### src/rtl/xiphy_pll_seq_if.sv
// Control/status bundle between the XiPHY PLL bring-up sequencer and its requester.
// The master side drives start and the raw lock inputs. The slave side is the sequencer.
interface xiphy_pll_seq_if #(
    parameter int unsigned MAX_RETRY = 3
);
    localparam int unsigned RW = (MAX_RETRY > 0) ? $clog2(MAX_RETRY + 1) : 1;

    logic          start;
    logic          mmcm_lock;
    logic          pll_lock;
    logic          pll_rst;
    logic          pll_gate;
    logic          phy_ready;
    logic          lock_lost;
    logic          fail;
    logic [RW-1:0] retry_cnt;
    logic [2:0]    state;

    modport master (
        output start, mmcm_lock, pll_lock,
        input  pll_rst, pll_gate, phy_ready, lock_lost, fail, retry_cnt, state
    );

    modport slave (
        input  start, mmcm_lock, pll_lock,
        output pll_rst, pll_gate, phy_ready, lock_lost, fail, retry_cnt, state
    );
endinterface

### src/rtl/xiphy_pll_seq.sv
// XiPHY PLL bank bring-up and lock supervision sequencer (clk_div domain).
// Optional feature macro PLL_AUTO_RELOCK_EN: lock loss in READY relocks instead of failing.
module xiphy_pll_seq #(
    parameter int unsigned CNT_W        = 16,
    parameter int unsigned RST_CYCLES   = 16,
    parameter int unsigned LOCK_TIMEOUT = 50000,
    parameter int unsigned GATE_DELAY   = 64,
    parameter int unsigned GATE_HOLD    = 8,
    parameter int unsigned MAX_RETRY    = 3
) (
    input  logic             clk_div,
    input  logic             rst_div_n,
    xiphy_pll_seq_if.slave   bus
);
    localparam int unsigned RW = (MAX_RETRY > 0) ? $clog2(MAX_RETRY + 1) : 1;

    localparam logic [CNT_W-1:0] RST_LAST     = CNT_W'(RST_CYCLES - 1);
    localparam logic [CNT_W-1:0] TIMEOUT_LAST = CNT_W'(LOCK_TIMEOUT - 1);
    localparam logic [CNT_W-1:0] SETTLE_LAST  = CNT_W'(GATE_DELAY - 1);
    localparam logic [CNT_W-1:0] HOLD_LAST    = CNT_W'(GATE_HOLD - 1);
    localparam logic [RW-1:0]    RETRY_MAX    = RW'(MAX_RETRY);

    typedef enum logic [2:0] {
        S_IDLE      = 3'd0,
        S_WAIT_MMCM = 3'd1,
        S_PLL_RST   = 3'd2,
        S_WAIT_LOCK = 3'd3,
        S_SETTLE    = 3'd4,
        S_GATE      = 3'd5,
        S_READY     = 3'd6,
        S_FAIL      = 3'd7
    } state_t;

    logic             r_mmcm_meta, r_mmcm_s;
    logic             r_pll_meta,  r_pll_s;
    state_t           r_state,  w_state_nxt;
    logic [CNT_W-1:0] r_cnt,    w_cnt_nxt,  w_cnt_inc;
    logic [RW-1:0]    r_retry,  w_retry_nxt;
    logic             r_pll_rst,   w_pll_rst_nxt;
    logic             r_pll_gate,  w_pll_gate_nxt;
    logic             r_phy_ready, w_phy_ready_nxt;
    logic             r_lock_lost, w_lock_lost_nxt;
    logic             r_fail,      w_fail_nxt;

    // Two-flop synchronizers for the asynchronous lock indicators
    always_ff @(posedge clk_div or negedge rst_div_n) begin
        if (!rst_div_n) begin
            r_mmcm_meta <= 1'b0;
            r_mmcm_s    <= 1'b0;
            r_pll_meta  <= 1'b0;
            r_pll_s     <= 1'b0;
        end else begin
            r_mmcm_meta <= bus.mmcm_lock;
            r_mmcm_s    <= r_mmcm_meta;
            r_pll_meta  <= bus.pll_lock;
            r_pll_s     <= r_pll_meta;
        end
    end

    assign w_cnt_inc = (r_cnt == {CNT_W{1'b1}}) ? r_cnt : r_cnt + CNT_W'(1);

    // Next-state logic; the outer if/else chain encodes the transition priority
    always_comb begin
        w_state_nxt     = r_state;
        w_cnt_nxt       = r_cnt;
        w_retry_nxt     = r_retry;
        w_lock_lost_nxt = 1'b0;

        if (r_state != S_IDLE && !bus.start) begin
            w_state_nxt = S_IDLE;
            w_cnt_nxt   = '0;
        end else if (r_state inside {S_PLL_RST, S_WAIT_LOCK, S_SETTLE, S_GATE, S_READY}
                     && !r_mmcm_s) begin
            w_cnt_nxt = '0;
            if (r_state == S_READY) begin
                w_lock_lost_nxt = 1'b1;
`ifdef PLL_AUTO_RELOCK_EN
                w_state_nxt = S_WAIT_MMCM;
                w_retry_nxt = '0;
`else
                w_state_nxt = S_FAIL;
`endif
            end else begin
                w_state_nxt = S_WAIT_MMCM;
            end
        end else begin
            case (r_state)
                S_IDLE: begin
                    w_cnt_nxt = '0;
                    if (bus.start) begin
                        w_state_nxt = S_WAIT_MMCM;
                        w_retry_nxt = '0;
                    end
                end
                S_WAIT_MMCM: begin
                    if (r_mmcm_s) begin
                        w_state_nxt = S_PLL_RST;
                        w_cnt_nxt   = '0;
                    end
                end
                S_PLL_RST: begin
                    if (r_cnt >= RST_LAST) begin
                        w_state_nxt = S_WAIT_LOCK;
                        w_cnt_nxt   = '0;
                    end else begin
                        w_cnt_nxt = w_cnt_inc;
                    end
                end
                S_WAIT_LOCK: begin
                    if (r_pll_s) begin
                        w_state_nxt = S_SETTLE;
                        w_cnt_nxt   = '0;
                    end else if (r_cnt >= TIMEOUT_LAST) begin
                        w_cnt_nxt = '0;
                        if (r_retry < RETRY_MAX) begin
                            w_retry_nxt = r_retry + RW'(1);
                            w_state_nxt = S_PLL_RST;
                        end else begin
                            w_state_nxt = S_FAIL;
                        end
                    end else begin
                        w_cnt_nxt = w_cnt_inc;
                    end
                end
                S_SETTLE: begin
                    if (!r_pll_s) begin
                        w_state_nxt = S_WAIT_LOCK;
                        w_cnt_nxt   = '0;
                    end else if (r_cnt >= SETTLE_LAST) begin
                        w_state_nxt = S_GATE;
                        w_cnt_nxt   = '0;
                    end else begin
                        w_cnt_nxt = w_cnt_inc;
                    end
                end
                S_GATE: begin
                    // A lock drop before READY is treated like a settle glitch
                    if (!r_pll_s) begin
                        w_state_nxt = S_WAIT_LOCK;
                        w_cnt_nxt   = '0;
                    end else if (r_cnt >= HOLD_LAST) begin
                        w_state_nxt = S_READY;
                        w_cnt_nxt   = '0;
                    end else begin
                        w_cnt_nxt = w_cnt_inc;
                    end
                end
                S_READY: begin
                    if (!r_pll_s) begin
                        w_lock_lost_nxt = 1'b1;
                        w_cnt_nxt       = '0;
`ifdef PLL_AUTO_RELOCK_EN
                        w_state_nxt = S_PLL_RST;
                        w_retry_nxt = '0;
`else
                        w_state_nxt = S_FAIL;
`endif
                    end
                end
                S_FAIL: begin
                    w_cnt_nxt = '0;
                end
                default: begin
                    w_state_nxt = S_IDLE;
                    w_cnt_nxt   = '0;
                end
            endcase
        end
    end

    // Output decode of the upcoming state so outputs change on the entry edge
    always_comb begin
        w_pll_rst_nxt   = 1'b1;
        w_pll_gate_nxt  = 1'b0;
        w_phy_ready_nxt = 1'b0;
        w_fail_nxt      = 1'b0;
        case (w_state_nxt)
            S_WAIT_LOCK, S_SETTLE: w_pll_rst_nxt = 1'b0;
            S_GATE: begin
                w_pll_rst_nxt  = 1'b0;
                w_pll_gate_nxt = 1'b1;
            end
            S_READY: begin
                w_pll_rst_nxt   = 1'b0;
                w_pll_gate_nxt  = 1'b1;
                w_phy_ready_nxt = 1'b1;
            end
            S_FAIL:  w_fail_nxt = 1'b1;
            default: w_pll_rst_nxt = 1'b1;
        endcase
    end

    always_ff @(posedge clk_div or negedge rst_div_n) begin
        if (!rst_div_n) begin
            r_state     <= S_IDLE;
            r_cnt       <= '0;
            r_retry     <= '0;
            r_pll_rst   <= 1'b1;
            r_pll_gate  <= 1'b0;
            r_phy_ready <= 1'b0;
            r_lock_lost <= 1'b0;
            r_fail      <= 1'b0;
        end else begin
            r_state     <= w_state_nxt;
            r_cnt       <= w_cnt_nxt;
            r_retry     <= w_retry_nxt;
            r_pll_rst   <= w_pll_rst_nxt;
            r_pll_gate  <= w_pll_gate_nxt;
            r_phy_ready <= w_phy_ready_nxt;
            r_lock_lost <= w_lock_lost_nxt;
            r_fail      <= w_fail_nxt;
        end
    end

    assign bus.pll_rst   = r_pll_rst;
    assign bus.pll_gate  = r_pll_gate;
    assign bus.phy_ready = r_phy_ready;
    assign bus.lock_lost = r_lock_lost;
    assign bus.fail      = r_fail;
    assign bus.retry_cnt = r_retry;
    assign bus.state     = r_state;
endmodule

### src/flat_wrapper.sv
// flat-port wrapper written by rule: the top's interface ports become plain ports
module xiphy_pll_seq_flat 
#(
    parameter int unsigned CNT_W        = 16,
    parameter int unsigned RST_CYCLES   = 16,
    parameter int unsigned LOCK_TIMEOUT = 50000,
    parameter int unsigned GATE_DELAY   = 64,
    parameter int unsigned GATE_HOLD    = 8,
    parameter int unsigned MAX_RETRY    = 3
)
  (clk_div, rst_div_n, bus_start, bus_mmcm_lock, bus_pll_lock, bus_pll_rst, bus_pll_gate, bus_phy_ready, bus_lock_lost, bus_fail, bus_retry_cnt, bus_state);
  xiphy_pll_seq_if #(.MAX_RETRY(MAX_RETRY)) bus_i ();
  input  logic clk_div;
  input  logic rst_div_n;
  input wire logic [$bits(bus_i.start)-1:0] bus_start;
  input wire logic [$bits(bus_i.mmcm_lock)-1:0] bus_mmcm_lock;
  input wire logic [$bits(bus_i.pll_lock)-1:0] bus_pll_lock;
  output wire logic [$bits(bus_i.pll_rst)-1:0] bus_pll_rst;
  output wire logic [$bits(bus_i.pll_gate)-1:0] bus_pll_gate;
  output wire logic [$bits(bus_i.phy_ready)-1:0] bus_phy_ready;
  output wire logic [$bits(bus_i.lock_lost)-1:0] bus_lock_lost;
  output wire logic [$bits(bus_i.fail)-1:0] bus_fail;
  output wire logic [$bits(bus_i.retry_cnt)-1:0] bus_retry_cnt;
  output wire logic [$bits(bus_i.state)-1:0] bus_state;
  assign bus_i.start = bus_start;
  assign bus_i.mmcm_lock = bus_mmcm_lock;
  assign bus_i.pll_lock = bus_pll_lock;
  assign bus_pll_rst = bus_i.pll_rst;
  assign bus_pll_gate = bus_i.pll_gate;
  assign bus_phy_ready = bus_i.phy_ready;
  assign bus_lock_lost = bus_i.lock_lost;
  assign bus_fail = bus_i.fail;
  assign bus_retry_cnt = bus_i.retry_cnt;
  assign bus_state = bus_i.state;
  xiphy_pll_seq #(.CNT_W(CNT_W), .RST_CYCLES(RST_CYCLES), .LOCK_TIMEOUT(LOCK_TIMEOUT), .GATE_DELAY(GATE_DELAY), .GATE_HOLD(GATE_HOLD), .MAX_RETRY(MAX_RETRY)) u_core (.clk_div(clk_div), .rst_div_n(rst_div_n), .bus(bus_i));
endmodule
### config.mk
export PLATFORM = sky130hd
export DESIGN_NAME = xiphy_pll_seq_flat
export DESIGN_NICKNAME = d
export VERILOG_FILES = /design/src/rtl/xiphy_pll_seq_if.sv /design/src/rtl/xiphy_pll_seq.sv /design/src/flat_wrapper.sv
export SDC_FILE = /design/constraint.sdc
export NUM_CORES = 1
export LEC_CHECK = 0
export BUFFER_PORTS_ARGS = -buffer_cell sky130_fd_sc_hd__buf_4
export CORE_MARGIN = 5
export CORE_UTILIZATION = 35
export DETAILED_ROUTE_END_ITERATION = 6
export PLACE_DENSITY = 0.57
export REMOVE_ABC_BUFFERS = 1
export SLEW_MARGIN = 10
export SYNTH_ARGS = -nofsm -noshare
export SYNTH_HDL_FRONTEND = slang
export SYNTH_SLANG_ARGS = --single-unit
### constraint.sdc
create_clock -name clk_div -period 5.53 [get_ports clk_div]
set_input_delay 0.553 -clock clk_div [delete_from_list [all_inputs] [get_ports clk_div]]
set_output_delay 0.553 -clock clk_div [all_outputs]
set_load 0.02 [all_outputs]
==> metrics.md <==
| Metric | Value |
|---|---|
| Status | `finished clean` |
| Worst Setup SP | `u_core.r_cnt[0]` |
| GRT busiest layer | `met2` |
| Dpl ws | `around 2.8 ns` |
| Core ar. | `roughly 0.0054 mm²` |
| Fraction of layout instances using a drive strength above 1 | `0.143` |
| Dominant cell type by area after synthesis | `dfrtp_1` |
| CP Max Fanout | `24` |
| Avg Inst Size Synth | `a little under 9 µm²` |
| Count leader, synth | `dfrtp_1` |
| First-pass GRT wire length | `between 7000 and 8000 µm` |
| Residual DRC | `0` |
| Max VDD drop | `around 0.00019 V` |
| Leakage | `around 0.88 nW` |
| Post_cts resized | `0` |
| Routed wire length | `around 4400 µm` |
| Starting density of the core | `0.355` |
| Slew Limit Fails | `0` |
| CP endpoint kind | `register` |
| Max H-tree Level | `2` |
| Vias | `around 1700` |
| Per-cell routed wire length | `approximately 15 µm` |
| Latest clock arrival within the worst-skew pair | `between 0.2 and 0.3 ns` |
| Post-synth cell types | `52` |
| Pin count of the biggest net entering global routing | `31` |
| Layout Skew | `roughly 0.0013 ns` |
| Design Power | `0.751 mW` |
| Total GRT Usage | `0.133` |
| EDFF count, synth | `0` |
| Top-Level Pins | `15` |
| Clock Pin Slew Worst Setup and Hold Paths | `~0.070 ns` |
| CP Class | `register to register` |
| Min Clock Period, post-route | `roughly 2.7 ns` |
| Met3 Use GR | `0.0285` |
| Die area | `roughly 0.007 mm²` |
| CTS tree | `done` |
| Routability cong. | `~0.89` |
| Max incr delay on CP | `between 0.7 and 0.8 ns` |
| Slowest stage cell, crit path | `o2bb2ai_2` |
| Met2 usage | `0.195` |
| 1st-pass router iterations | `4` |
| Final nets | `roughly 240` |
| Antenna-violating nets left | `0` |
| Final Hold Vio Count | `0` |
| RSZ-0062 raised after global routing | `no` |
| Most frequent cells after synthesis | `29 x dfrtp_1, 18 x nand2_1, 18 x nand3_1, 18 x nor2_1, 17 x a31oi_1` |
| Final setup violation count | `0` |
| Share of the synthesized area in the top cell type | `0.376` |
| Std cell rows | `27` |
| Setup TNS | `0 ns` |
| Yosys Warn Count | `0` |
| Clock Tree Root | `clkbuf_8` |
| Worst-margin pin slew | `between 0.9 and 1 ns` |
| HP Class | `primary input to asynchronous set/reset pin` |
| Total CTS buffers | `5` |
| Max frequency | `between 0.3 and 0.4 GHz` |
| Grt ovf | `0` |
| Layout fillers | `roughly 540` |
| Max Cap Viol | `0` |
| Vias in the first global route | `roughly 1600` |
| Iter 0 DRT Violations | `120` |
| Vias/cell | `between 5 and 6` |
| Startpoint types | `register` |
| Clock buffer depth | `2` |
| Mapped Area | `~0.0019 mm²` |
| Power density cells | `~350 mW/mm²` |
| FF+latch count, synth | `30` |
| Worst Path Required | `5.76 ns` |
| Area growth syn-to-layout | `11.4%` |
| CP Cell Sequence | `ha_1, a311oi_2, and4b_1, a21oi_2, o2bb2ai_2, and2_1, mux2_2` |
| R2R Path Start | `u_core.r_cnt[0]` |
| Cts hold-fix bufs | `0` |
| Synth Flop Type | `dfrtp_1` |
| Final worst setup slack | `between 2 and 3 ns` |
| Worst EP arrival | `2.95 ns` |
| Die height | `84.2 µm` |
| Synth Instances | `about 220` |
| Port Buffer Count | `14` |
| Top cells by area, synth | `dfrtp_1 38%, a31oi_1 5.5%, nand3_1 4.7%, nand2_1 3.5%, nor2_1 3.5%` |
| Buffer count from post-CTS setup fixing | `0` |
| Seq/Total Area, Yosys | `0.390` |
| Max-slew headroom | `0.357` |
| Post-route clock period utilization | `0.492` |
| Initial antenna violation count | `0` |
| GR Layer Usage met1 | `0.193` |
| Ant diodes | `0` |
| Post-synth ARST share | `1.00` |
| Multi-input logic area | `approximately 0.0011 mm²` |
| Post-DP HPWL | `3040 µm` |
| CTS sink count | `30` |
| Register area | `between 700 and 800 µm²` |
| Die width | `between 80 and 90 µm` |
[cells in the final DEF, fill, tap and decap left out, drive strengths merged, types with 2 or more instances in the layout]
master,count
dfrtp,29
nand2,18
nand3,18
nor2,18
a31oi,17
buf,15
a21oi,12
nand2b,8
inv,7
and2,7
clkbuf,7
o21ai,7
o2bb2ai,6
mux2i,5
and3,5
nor4,4
nor3,4
nand3b,4
nor2b,2
o21bai,2
a211o,2
or2,2
and4b,2
and4,2
a41oi,2
o211ai,2
a22o,2
mux2,2
ha,2
o2111ai,2
[cells by family after synthesis]
family                   count (synthesis)  share of synthesized area
multiplexers                             7                     0.0376
AO/OA/AOI/OAI                           63                      0.235
buffers and inverters                   21                     0.0519
adder cells (fa/ha/maj)                  2                     0.0130
flip-flops                              30                      0.390
AND/OR/NAND/NOR                         98                      0.272
[worst max-delay path, delay by kind of cell, from the launching register on]
family          cells  cell delay [ns]
flops               1             0.40
compound gates      3             1.16
simple gates        2             0.62
fa+ha+maj           1             0.28
mux                 1             0.19
[power breakdown]
group          total [mW]  leakage, nW  internal (mW)  switching, mW
Combinational       0.271        0.426          0.113          0.158
Sequential          0.293        0.403          0.240         0.0531
Clock               0.187       0.0482          0.100         0.0863
Total               0.751        0.877          0.453          0.297
[final timing paths]
kind	end	slack, ns	depth (start not counted)
hold reg to reg	u_core.r_pll_s	0.35	0
setup reg to reg	u_core.r_cnt[0]	2.81	7
min in group clk_div	u_core.r_pll_s	0.35	0
max in group asynchronous	u_core.bus.pll_rst	5.03	1
setup / recovery	u_core.r_cnt[0]	2.81	7
hold / removal	u_core.bus.state[2]	0.19	1
[metal layers]
| metal | wire, µm | vias up |
|---|---|---|
| li1 | - | 847 |
| met4 | 52 | 0 |
| met3 | 139 | 6 |
| met1 | 2260 | 804 |
| met2 | 2000 | 26 |
| met5 | 0 | - |
[metrics by stage]
stage / utilization / hold slack [ns] / area, µm² / instances
final: 0.395 / 0.189 / 2150 / 302
after global routing: 0.395 / 0.218 / 2150 / 302
after CTS: 0.395 / 0.202 / 2150 / 302
after detailed placement: 0.378 / 0.337 / 2060 / 294
after global placement: 0.378 / 0.334 / 2060 / 294
after floorplan: - / 0.257 / 1860 / 207
[registers in the layout, indices dropped and copies added (netlist names)]
| signal | cells |
|---|---|
| u_core.r_mmcm_s | 1 |
| u_core.r_pll_s | 1 |
| u_core.bus.retry_cnt | 2 |
| u_core.r_pll_meta | 1 |
| u_core.r_cnt | 16 |
| u_core.bus.pll_gate | 1 |
| u_core.r_mmcm_meta | 1 |
| u_core.bus.pll_rst | 1 |
| u_core.bus.phy_ready | 1 |
| u_core.bus.fail | 1 |
| u_core.bus.lock_lost | 1 |
| u_core.bus.state | 3 |
[cell type report]
type                       count  area share
clock buffer                   7      0.0402
tap                           72      0.0419
multi-input combinational    170       0.501
clock inverter                 1     0.00233
timing repair buffer          15      0.0524
inverter                       7      0.0122
sequential                    30       0.350
(Power assumes the default switching activity.)
